**config.mk**
```make
export PLATFORM = sky130hd
export DESIGN_NAME = instr_fetch_unit
export DESIGN_NICKNAME = d
export VERILOG_FILES = /design/src/rtl/instr_fetch_unit.sv
export SDC_FILE = /design/constraint.sdc
export NUM_CORES = 1
export LEC_CHECK = 0
export CAP_MARGIN = 20
export CORE_ASPECT_RATIO = 0.7
export CORE_MARGIN = 4
export CORE_UTILIZATION = 55
export DETAILED_ROUTE_END_ITERATION = 10
export DONT_BUFFER_PORTS = 1
export PLACE_DENSITY = 0.78
export REMOVE_ABC_BUFFERS = 1
export SETUP_SLACK_MARGIN = 0.4
export SLEW_MARGIN = 20
export SYNTH_ARGS = -nofsm -noshare
export SYNTH_HDL_FRONTEND = slang
export SYNTH_SLANG_ARGS = --single-unit
```
**constraint.sdc**
```tcl
create_clock -name clk -period 3.4 [get_ports clk]
set_input_delay 0.68 -clock clk [delete_from_list [all_inputs] [get_ports clk]]
set_output_delay 0.68 -clock clk [all_outputs]
set_load 0.01 [all_outputs]
```
**src/rtl/instr_fetch_unit.sv**
```systemverilog
// Instruction fetch stage: word-aligned req/ack fetch into a small prefetch queue that feeds decode
// over valid/ready. A taken redirect flushes the queue and restarts fetch at the new target.
module instr_fetch_unit #(
    parameter int unsigned DEPTH    = 4,
    parameter logic [31:0] RESET_PC = 32'h0000_0000
) (
    input  logic        clk,
    input  logic        reset,
    output logic        imem_req,
    output logic [31:0] imem_addr,
    input  logic        imem_ack,
    input  logic [31:0] imem_rdata,
    input  logic        redirect,
    input  logic [31:0] redirect_pc,
    output logic        inst_valid,
    input  logic        inst_ready,
    output logic [31:0] inst_out,
    output logic [31:0] inst_pc
);

    localparam int unsigned PW = $clog2(DEPTH);
    localparam int unsigned CW = $clog2(DEPTH + 1);
    localparam logic [CW-1:0] FULL_COUNT = CW'(DEPTH);

    typedef enum logic [0:0] {
        StFetch,
        StDiscard
    } state_e;

    state_e          state_q;
    logic [31:0]     fetch_pc_q;
    logic [31:0]     pending_pc_q;
    logic [PW-1:0]   head_q;
    logic [PW-1:0]   tail_q;
    logic [CW-1:0]   count_q;
    logic [31:0]     pc_mem   [DEPTH];
    logic [31:0]     inst_mem [DEPTH];

    logic [31:0]     target;
    logic            push;
    logic            pop;

    always_comb begin
        target = redirect_pc & ~32'd3;
        if (reset) begin
            imem_req = 1'b0;
        end else if (state_q == StDiscard) begin
            // Hold the stale request until memory acknowledges it.
            imem_req = 1'b1;
        end else begin
            imem_req = (count_q < FULL_COUNT);
        end
        imem_addr = fetch_pc_q;
        push      = imem_req & imem_ack & ~redirect & (state_q == StFetch);
        pop       = inst_valid & inst_ready & ~redirect;
    end

    assign inst_valid = (count_q != '0);
    assign inst_out   = inst_valid ? inst_mem[head_q] : 32'd0;
    assign inst_pc    = inst_valid ? pc_mem[head_q]   : 32'd0;

    always_ff @(posedge clk) begin
        if (push) begin
            pc_mem[tail_q]   <= fetch_pc_q;
            inst_mem[tail_q] <= imem_rdata;
        end
    end

    always_ff @(posedge clk) begin
        if (reset) begin
            state_q      <= StFetch;
            fetch_pc_q   <= RESET_PC;
            pending_pc_q <= 32'd0;
            head_q       <= '0;
            tail_q       <= '0;
            count_q      <= '0;
        end else begin
            if (redirect) begin
                head_q  <= '0;
                tail_q  <= '0;
                count_q <= '0;
            end else begin
                if (push) tail_q <= tail_q + 1'b1;
                if (pop)  head_q <= head_q + 1'b1;
                if (push && !pop) begin
                    count_q <= count_q + 1'b1;
                end else if (pop && !push) begin
                    count_q <= count_q - 1'b1;
                end
            end

            case (state_q)
                StFetch: begin
                    if (redirect) begin
                        // An unacked request must stay stable, so park the target instead.
                        if (imem_req && !imem_ack) begin
                            state_q      <= StDiscard;
                            pending_pc_q <= target;
                        end else begin
                            fetch_pc_q <= target;
                        end
                    end else if (push) begin
                        fetch_pc_q <= fetch_pc_q + 32'd4;
                    end
                end
                StDiscard: begin
                    if (imem_ack) begin
                        fetch_pc_q <= redirect ? target : pending_pc_q;
                        state_q    <= StFetch;
                    end else if (redirect) begin
                        pending_pc_q <= target;
                    end
                end
                default: state_q <= StFetch;
            endcase
        end
    end

endmodule

```
==> results of run 1 <==
-- layer usage --
metal  vias up  global-route usage [%]  routed length, um
met5         -                       0                  0
li1       3578                       -                  -
met1      3995                    31.8              13100
met3        36                    7.10               3000
met2       296                    32.2              13300
met4         0                    3.75                412
-- layout make-up --
cell class,count,share of cell area [%]
flip-flops and latches,330,60.8
clock buffers,41,5.66
multi-input cells,545,27.4
repair buffers,25,1.92
well taps,318,2.63
inverters,12,0.298
clock inverters,17,1.33
-- critical path, cell delays in order (launching register included) --
cell	delay (ps)
dfxtp_4	550
buf_12	270
mux4_2	540
and2_1	220
-- final timing paths --
kind	end	slack [ps]
hold reg to reg	pending_pc_q[14]	450
setup reg to reg	count_q[2]	700
hold / removal	pending_pc_q[24]	180
setup / recovery	inst_out[1]	550
-- power by group through the flow --
stage,clock [W],sequential [W],combinational [W]
2_1_floorplan,0,0.00459,0.000242
3_3_place_gp,0,0.00461,0.000353
3_5_place_dp,0,0.00461,0.000361
4_1_cts,0.00360,0.00452,0.000366
5_1_grt,0.00380,0.00453,0.000405
6_report,0.00352,0.00452,0.000365
-- placed cells by master, fill, tap and decap left out, types with 31 or more instances in the layout --
cell type  instances
o21ai_0           34
dfxtp_1           72
nor2_1            46
edfxtp_1         256
a21oi_1           61
nand2_1          118
and2_1            67
clkbuf_16         31
mux4_2            64
-- cell families (layout without fill, tap and decap cells) --
kind of cell | after synthesis | in the layout | share of synthesized area [%]
flip-flops | 330 | 330 | 67.5
AND/OR/NAND/NOR | 311 | 311 | 11.3
AO/OA/AOI/OAI | 148 | 148 | 6.64
multiplexers | 74 | 74 | 11.4
buffers and inverters | 68 | 95 | 2.06
adder cells (fa/ha/maj) | 7 | 7 | 0.700
XOR/XNOR | 5 | 5 | 0.323
-- flip-flops by register name, indices dropped and copies added, names as in the netlist, named ones only --
| name | cells |
|---|---|
| state_q | 1 |
| pc_mem | 128 |
| inst_mem | 128 |
| imem_addr | 32 |
| pending_pc_q | 32 |
| tail_q | 2 |
| head_q | 2 |
| count_q | 3 |
-- per-stage QoR --
stage | TNS, ps | hold WS [ps] | instance area, um^2 | cells
2_1_floorplan | -138810 | 430 | 13300 | 887
3_3_place_gp | 0 | 436 | 14000 | 1228
3_5_place_dp | 0 | 441 | 14000 | 1228
4_1_cts | 0 | 158 | 15100 | 1287
5_1_grt | 0 | 155 | 15100 | 1288
6_report | 0 | 182 | 15100 | 1288
-- timing repair --
action	CTS	global route
gates cloned	0	0
buffers inserted	1	1
pin swaps	0	0
endpoints found under the setup margin	44	4
==> impl_metrics.yaml, run 1 <==
sta:
  finalCriticalPeriod_ps: 2850
  setup_viol: 0
  drv_slew: 0
  max_freq_ghz: 0.351
  relSlewSlack_pct: 53.1
  finalCritPeriodShare_pct: 83.7
  hold_violations: 0
  setup_slack_ps: 553
  tightest_slew_ps: 701
  rsz0062_at_grt: "false"
  finClkSkew_ps: 10.3
power:
  switching_power_w: 0.00177
  p_sw_share_pct: 21.1
  p_total_w: 0.00841
  cellPowerDensity_nw_per_um2: 557
  p_int_w: 0.00664
  p_comb_share_pct: 4.3
  p_leak_nw: 4.86
  vdd_drop_max_v: 0.000399
  p_seq_share_pct: 53.8
  power.share.clock_pct: 41.9
place:
  place_ws_ps: 755
  place.gp.congestion: 0.823
  place.detailed.hpwl_mm: 18.8
  io_buffers: 0
layout:
  multi_input_area_um2: 4140
  layout-area-overhead-vs-synth_pct: 11.3
  antenna_cells: 0
  drive_above_1_share_pct: 16.4
  finish.utilization_pct: 63.1
  filler_cell_count: 1749
  seq_area_um2: 9180
  nets: 1021
synth:
  avgSynthCellArea_um2: 14.4
  synth_cells: 943
  synth_warnings: 0
  ys_seq_area_share_pct: 67.5
  synth_most_common_cell: "edfxtp_1"
  synthTopCellsByArea: "edfxtp_1, dfxtp_1, mux4_2"
  synth_top_area_share_pct: 56.6
  ys.flop_type: "edfxtp_1"
  yosysTopAreaCell: "edfxtp_1"
  ys_ff_latch: 330
  async_reset_ff_share_pct: 0
  syn_area_um2: 13600
  synth_common_cells: "edfxtp_1, nand2_1, dfxtp_1, and2_1, mux4_2"
  synth_edf_count: 256
  ys_types: 59
global_routing:
  grt_pass1_wl_mm: 46.3
  grt_pass1_vias: 7710
  antenna_found_initial: 0
  grt_use_total_pct: 21.5
  grt_remaining_overflow: 0
  grt_max_degree: 71
die:
  fp.dieW_um: 196
  rows: 47
  core_area_um2: 23900
  die_h_um: 139
  start_util_pct: 56.7
  ioPinCount: 167
  dieArea_um2: 27300
critical_path:
  critical_path_class: "reg2out"
  rr_worst_depth: 11
  end_kind: "primary output"
  reg2reg_from: "state_q"
  crit_fanout: 23
  crit_required_ps: 2720
  start_kind: "flip-flop"
  cp.arrival_ps: 2170
drt:
  vias: 7905
  wl_per_cell_um: 23.1
  drt-initial-drc-count: 798
  via_per_inst: 6.14
  first_pass_iters: 5
  drcViolationCount: 0
  drt-total-wl_mm: 29.8
  final_antenna_net_count: 0
clock_tree:
  htreeDepth: 1
  path_clk_slew_ps: 60
  ctsHoldBuffers: 0
  max-clock-path-buffers: 3
  numClockSinks: 330
  cts_resized: 0
  clockRootBuffer: "clkbuf_16"
  clock_latency_ps: 560
  cts_buffers: 31
  cts_tree: "yes"
min_path:
  hp-start: "reset"
  min_path_cells: 1
  holdCritPathClass: "in2reg"
job:
  max_cap_violations: 0
outcome:
  status: "finished, final reports clean"
No activity file was read; power rests on OpenSTA's default activity.
==> run 2, diff against run 1 <==
--- a/config.mk
+++ b/config.mk
@@ -11,7 +11,7 @@
 export CORE_UTILIZATION = 55
 export DETAILED_ROUTE_END_ITERATION = 10
 export DONT_BUFFER_PORTS = 1
-export PLACE_DENSITY = 0.78
+export PLACE_DENSITY = 0.75
 export REMOVE_ABC_BUFFERS = 1
 export SETUP_SLACK_MARGIN = 0.4
 export SLEW_MARGIN = 20
==> constraint.sdc (replaced) <==
create_clock -name clk -period 3 [get_ports clk]
set_input_delay 0.6 -clock clk [delete_from_list [all_inputs] [get_ports clk]]
set_output_delay 0.6 -clock clk [all_outputs]
set_load 0.01 [all_outputs]
==> impl_metrics.yaml, run 2 (synthesized netlist as in run 1, its figures left out) <==
outcome:
  status: "finished, final reports clean"
sta:
  max_freq_ghz: 0.382
  relSlewSlack_pct: 64.7
  tightest_slew_ps: 525
  finalCritPeriodShare_pct: 87.2
  hold_ws_ps: 112
  finClkSkew_ps: 14.7
  rsz0062_at_grt: "true"
  hold_violations: 0
  finalCriticalPeriod_ps: 2620
  setup_viol: 0
  tns_ps: 0
  drv_slew: 0
clock_tree:
  cts_buffers: 30
  htreeDepth: 1
  clockRootBuffer: "clkbuf_16"
  clock_latency_ps: 560
  cts_tree: "yes"
  ctsHoldBuffers: 0
  numClockSinks: 330
  max-clock-path-buffers: 3
  path_clk_slew_ps: 70
critical_path:
  critical_path_class: "reg2out"
  cp_cell_sequence: "buf_12 > buf_8 > buf_16 > mux4_2 > and2_4"
  critPathTopFamily: "multiplexers"
  reg2reg_from: "state_q"
  crit_fanout: 6
  rr_worst_depth: 11
  end_kind: "primary output"
  crit_cells: 5
  rrSetupSlack_ps: 550
  worst_path_max_delay_cell: "mux4_2"
  worstReg2RegEnd: "count_q[2]"
  start_kind: "flip-flop"
  crit_required_ps: 2400
  worst_path_largest_cell_delay_ps: 500
  cp.arrival_ps: 2020
  worst-path-buf-inv: 3
die:
  die_h_um: 139
  rows: 47
  start_util_pct: 56.7
  fp.dieW_um: 196
  ioPinCount: 167
  dieArea_um2: 27300
  core_area_um2: 23900
drt:
  drcViolationCount: 0
  first_pass_iters: 5
  vias: 8111
  wl_per_cell_um: 24.1
  drt-initial-drc-count: 693
  via_per_inst: 6.20
  final_antenna_net_count: 0
  drt-total-wl_mm: 31.5
power:
  vdd_drop_max_v: 0.000546
  p_leak_nw: 5.06
  cellPowerDensity_nw_per_um2: 599
global_routing:
  grt_pass1_vias: 7935
  grt_remaining_overflow: 0
  grt_pass1_wl_mm: 48.1
  antenna_found_initial: 0
  grt_use_total_pct: 22.5
  grt_max_degree: 71
layout:
  fin_area_um2: 15500
  multi_input_area_um2: 4280
  drive_above_1_share_pct: 23.1
  final_common_cell: "edfxtp_1"
  finalNonFillerCells: 1309
  seq_area_um2: 9180
  mostFrequentLayoutCells: "edfxtp_1, nand2_1, dfxtp_1"
  layout-area-overhead-vs-synth_pct: 14.4
  antenna_cells: 0
  nets: 1044
  filler_cell_count: 1688
  finish.utilization_pct: 64.9
  reg_top3: "inst_mem: 128 flops, pc_mem: 128 flops"
place:
  dp_cells: 1236
  place.detailed.hpwl_mm: 18.8
  io_buffers: 0
  place_area_um2: 14100
  place.gp.congestion: 0.866
min_path:
  min_path_cells: 1
  holdCritPathClass: "in2reg"
  hp-start: "imem_ack"
  hold_end: "state_q"
job:
  max_cap_violations: 0
==> run 2: changes by cell type in the layout (fill, tap and decap cells not counted), sizes merged <==
cell      previous run  this run
buf                 25        48
clkbuf              41        43
bufinv               4         3
clkinv              11        10
clkinvlp             2         1
inv                 12        11
==> run 2: stage by stage <==
step / setup slack (ps) / total power [W]
after floorplan: -1160 / 0.00548
after global placement: 588 / 0.00563
after detailed placement: 544 / 0.00564
after CTS: 366 / 0.00935
after global routing: 326 / 0.00966
final: 383 / 0.00930
==> run 2: area by class of cell <==
class	instances	share of cell area, %
Clock buffer	42	5.13
Clock inverter	13	0.951
Inverter	12	0.290
Multi-Input combinational cell	545	27.5
Sequential cell	330	59.1
Tap cell	318	2.56
Timing Repair Buffer	49	4.43
==> run 2: worst max path at each step <==
stage | endpoint | from | slack [ps]
6_report | inst_pc[21] | flip-flop | 380
5_1_grt | inst_pc[21] | flip-flop | 330
4_1_cts | inst_pc[13] | flip-flop | 370
3_5_place_dp | count_q[2] | reset | 540
3_3_place_gp | count_q[2] | reset | 590
2_1_floorplan | inst_out[0] | flip-flop | -1160
==> run 2: power breakdown <==
part | leakage [nW] | internal, W | switching [W]
Clock | 0.457 | 0.00211 | 0.00157
Combinational | 1.69 | 0.000218 | 0.000287
Sequential | 2.92 | 0.00501 | 0.000105
Total | 5.06 | 0.00733 | 0.00196
==> run 2: timing repair <==
item,4_1_cts,5_1_grt
gates resized for setup,51,24
gates cloned,6,1
buffers inserted,9,2
setup endpoints to repair,64,65
==> run 2: layer usage <==
layer  global-route usage [%]  wire length, um  vias up
met1                     34.0            14100     4114
li1                         -                -     3633
met3                     5.94             2830       46
met2                     34.2            14100      318
met5                        0                0        -
met4                     3.45              452        0
==> patch 1, RTL diff (settings of run 1) <==
`DEPTH`: 4 -> 8.
--- a/src/rtl/instr_fetch_unit.sv
+++ b/src/rtl/instr_fetch_unit.sv
@@ -2,5 +2,5 @@
 // over valid/ready. A taken redirect flushes the queue and restarts fetch at the new target.
 module instr_fetch_unit #(
-    parameter int unsigned DEPTH    = 4,
+    parameter int unsigned DEPTH    = 8,
     parameter logic [31:0] RESET_PC = 32'h0000_0000
 ) (
Formal check against the unedited RTL: not equivalent (a bounded check fails within 10 cycles, from zero or initial values and one cycle with reset high).
==> patch 1 against run 1 <==
- worst setup slack got worse by 0.10 ns
- sequential cell count grew 260
- first-iteration DRC count grew 57%
- total power grew 75%
- critical path depth rose by 2
- design area rose by 74%
- core utilization is 0.36 points higher
- maximum frequency fell by 3.5%
- sequential share of layout area is 3.7 points higher
- count of clock-buffer cells in the layout up 23
- routed wire length grew 75%
- area after synthesis rose by 72%
- largest cell class unchanged
==> patch 1: results (changes against run 1) <==
placed_design:
  dp_hpwl_um: 29300  # +56%
  dp_cells: 1863  # +52%
layout:
  clock_buffers: 64  # +56%
  ff_latch_area_mm2: 0.0169  # +85%
  multi_input_area_mm2: 0.00612  # +48%
  clock_area_share_pct: 6.76  # -0.23 points
  fillCellCount: 2793  # +60%
power:
  leakage_nw: 8.12  # +67%
  peakVddDrop_v: 0.000347  # -13%
  intPower_mw: 11.7  # +76%
sta:
  post-route-period-util_pct: 86.7  # +3.0 points
  clock_skew_ns: 0.0199  # +0.00962 ns
yosys:
  yosys.cell_types.count: 58  # -1.7%
  synth_compound_gate_area_share_pct: 4.07  # -2.6 points
  synth-adder-area-share_pct: 0.408  # -0.29 points
  synth-xor-area-share_pct: 0.263  # -0.060 points
  seq_area_frac_synth_pct: 72.6  # +5.1 points
  synth.avg_cell_area_um2: 17.4  # +21%
run_status:
  outcome: "finished clean"
setup_path:
  r2r_cells: 5  # -6
  critPathCapture: "inst_pc[21]"
  crit_arrival_ns: 2.27  # +0.10 ns
  r2r_end: "imem_addr[19]"
  critPathMaxFanout: 21  # -8.7%
detailed_routing:
  drtIter0Drc: 1251  # +57%
patch 1: repair_timing:
action,CTS,global route
gates resized for setup,9,8
setup endpoints to repair,64,64
buffers inserted,7,0
cloned,2,0
hold buffers,0,0
patch 1: how the worst min path moves through the flow:
stage	cells after the start	endpoint	from	slack, ns
after global placement	2	pending_pc_q[29]	pending_pc_q[29]	0.43
after detailed placement	2	pending_pc_q[15]	pending_pc_q[15]	0.44
after floorplan	2	pending_pc_q[15]	pending_pc_q[15]	0.43
after global routing	1	imem_addr[7]	reset	0.14
final	1	pending_pc_q[6]	reset	0.17
after CTS	1	imem_addr[7]	reset	0.13
patch 1: cells by family (layout without fill, tap and decap cells):
kind of cell,Yosys count,after routing
AOI/OAI and AO/OA,156,156
xor gates and xnor gates,7,7
adders and majority gates,7,7
buffers and inverters,88,173
DFF,590,590
muxes,198,198
and+or+nand+nor,297,297
patch 1: worst max-delay path, delay by kind of cell, from the launching register on:
family / cells / cell delay (ns)
flip-flops: 1 / 0.42
AND/OR/NAND/NOR: 1 / 0.13
multiplexers: 2 / 0.79
buffers and inverters: 2 / 0.33
patch 1: power by group through the flow:
stage	Sequential (mW)	Clock, mW	Combinational (mW)
finish	8.07	6.06	0.605
global route	8.07	6.52	0.659
CTS	8.07	6.15	0.600
detailed placement	8.22	0	0.580
global placement	8.21	0	0.564
floorplan	8.23	0	0.369
patch 1: layer usage:
metal	vias to the layer above	wire length, µm	GRT usage (%)
met5	-	0	0
met4	0	1190	5.46
met3	87	4890	7.10
met2	516	24700	35.2
met1	6416	21300	32.3
li1	5431	-	-
patch 1: metrics by stage:
step	setup TNS, ns	total power [mW]
finish	0	14.7
CTS	0	14.8
global route	0	15.2
floorplan	-2326.08	8.60
global placement	0	8.78
detailed placement	0	8.80
==> patch 2, RTL diff (flow settings as in run 1) <==
Made on the original files. Make the reset (`reset`) asynchronous in one clocked block.
--- a/src/rtl/instr_fetch_unit.sv
+++ b/src/rtl/instr_fetch_unit.sv
@@ -67,5 +67,5 @@
     end
 
-    always_ff @(posedge clk) begin
+    always_ff @(posedge clk or posedge reset) begin
         if (reset) begin
             state_q      <= StFetch;
Function: differs if reset is asserted again (counterexample within 4 cycles, from zero or initial values and one cycle with reset high); with reset held inactive, the same outputs for 4 cycles.
==> patch 2 against run 1 <==
- via count fell by 1.5%
- sequential cell count fell by 2
- area after synthesis rose by 2.5%
- critical path type unchanged
- critical path depth did not move
- routed wire length rose by 3.8%
- maximum frequency barely moved
- worst setup slack got worse by 0.0022 ns
- hold slack got worse by 0.14 ns
- design area rose by 2.7%
- die area rose by 2.3%
Power is not compared: it rests on default switching activity, and its combinational part moved more than twofold at a synthesized area within 25%.
==> patch 2: results (changes against run 1) <==
setup_path:
  rr_startpoint: "imem_addr[2]"
  r2r_cells: 6  # -5
  r2r_setup_slack_ns: 0.85  # +0.15 ns
detailed_routing:
  wl_met2_um: 14500  # +8.7%
  met3_length_um: 3140  # +4.7%
  wl_um: 30900  # +3.8%
  drtIter0Drc: 657  # -18%
  vias: 7785  # -1.5%
  firstDrtPassIters: 6  # +1
  wl_met1_um: 12900  # -1.6%
placed_design:
  dp_cells: 1173  # -4.5%
  dp_hpwl_um: 19400  # +3.4%
  port_buffers: 0  # unchanged
  gp_congestion: 0.836  # +1.6%
yosys:
  synth-adder-area-share_pct: 0.594  # -0.11 points
  synth_edf_count: 256  # unchanged
  synth_commonest_cells: "edfxtp_1 (256), dfrtp_1 (72), and2_1 (70), nand2_1 (66), mux4_2 (64)"
  synth_compound_gate_area_share_pct: 5.26  # -1.4 points
  synth.area.mux_share_pct: 13.7  # +2.3 points
  synth-xor-area-share_pct: 0.378  # +0.055 points
  synth_area_leaders: "edfxtp_1 (55%), dfrtp_1 (13%), mux4_2 (10%)"
  ys_async_sr_fraction_pct: 22.0  # +22 points
  yosys.cell_types.count: 57  # -3.4%
  synth-seq-cells: 328  # -0.61%
  synth.avg_cell_area_um2: 15.8  # +9.8%
layout:
  clock_buffers: 40  # -2.4%
  ff_latch_area_mm2: 0.00950  # +3.5%
  fillCellCount: 1796  # +2.7%
  multi_input_area_mm2: 0.00417  # +0.67%
  syn2layout_area_growth_pct: 11.5
  signal_buffers: 37  # +48%
  nonClkBufAreaFrac_pct: 2.69  # +0.77 points
  final_nets: 965  # -5.5%
  clock_area_share_pct: 6.36  # -0.63 points
  multi_input_comb_cells: 482  # -12%
min_path:
  hold_path.class: "input pin to asynchronous set/reset pin"
grt:
  track_usage_pct: 21.9  # +0.40 points
  grt_pass1_wl_um: 47400  # +2.4%
  gr-usage-met3_pct: 7.60  # +0.49 points
  use_met1_pct: 31.0  # -0.74 points
sta:
  tightest_slew_ns: 0.659  # -0.0425 ns
power:
  leakage_nw: 5.23
  peakVddDrop_v: 0.000527
run_status:
  outcome: "finished clean"
patch 2: metrics by stage:
step / hold WS [ns] / setup slack [ns]
floorplan: 0.444 / -0.719
global placement: 0.463 / 0.880
detailed placement: 0.467 / 0.833
CTS: 0.0355 / 0.431
global route: 0.0498 / 0.435
finish: 0.0446 / 0.551
patch 2: worst max-delay path by stage:
| stage | end | cells after the start |
|---|---|---|
| final | inst_out[0] | 3 |
| after global routing | inst_pc[13] | 3 |
| after CTS | inst_out[22] | 3 |
| after detailed placement | count_q[1] | 6 |
| after global placement | inst_out[22] | 3 |
| after floorplan | inst_out[0] | 2 |
patch 2: critical path, stage by stage (launching register included):
cell	delay [ns]
dfrtp_4	0.58
buf_4	0.27
mux4_2	0.55
and2_1	0.21
patch 2: what timing repair did:
action | in CTS | in global routing
hold buffers | 0 | 0
endpoints found under the setup margin | 56 | 7
setup buffers | 1 | 8
resized for setup | 1 | 0
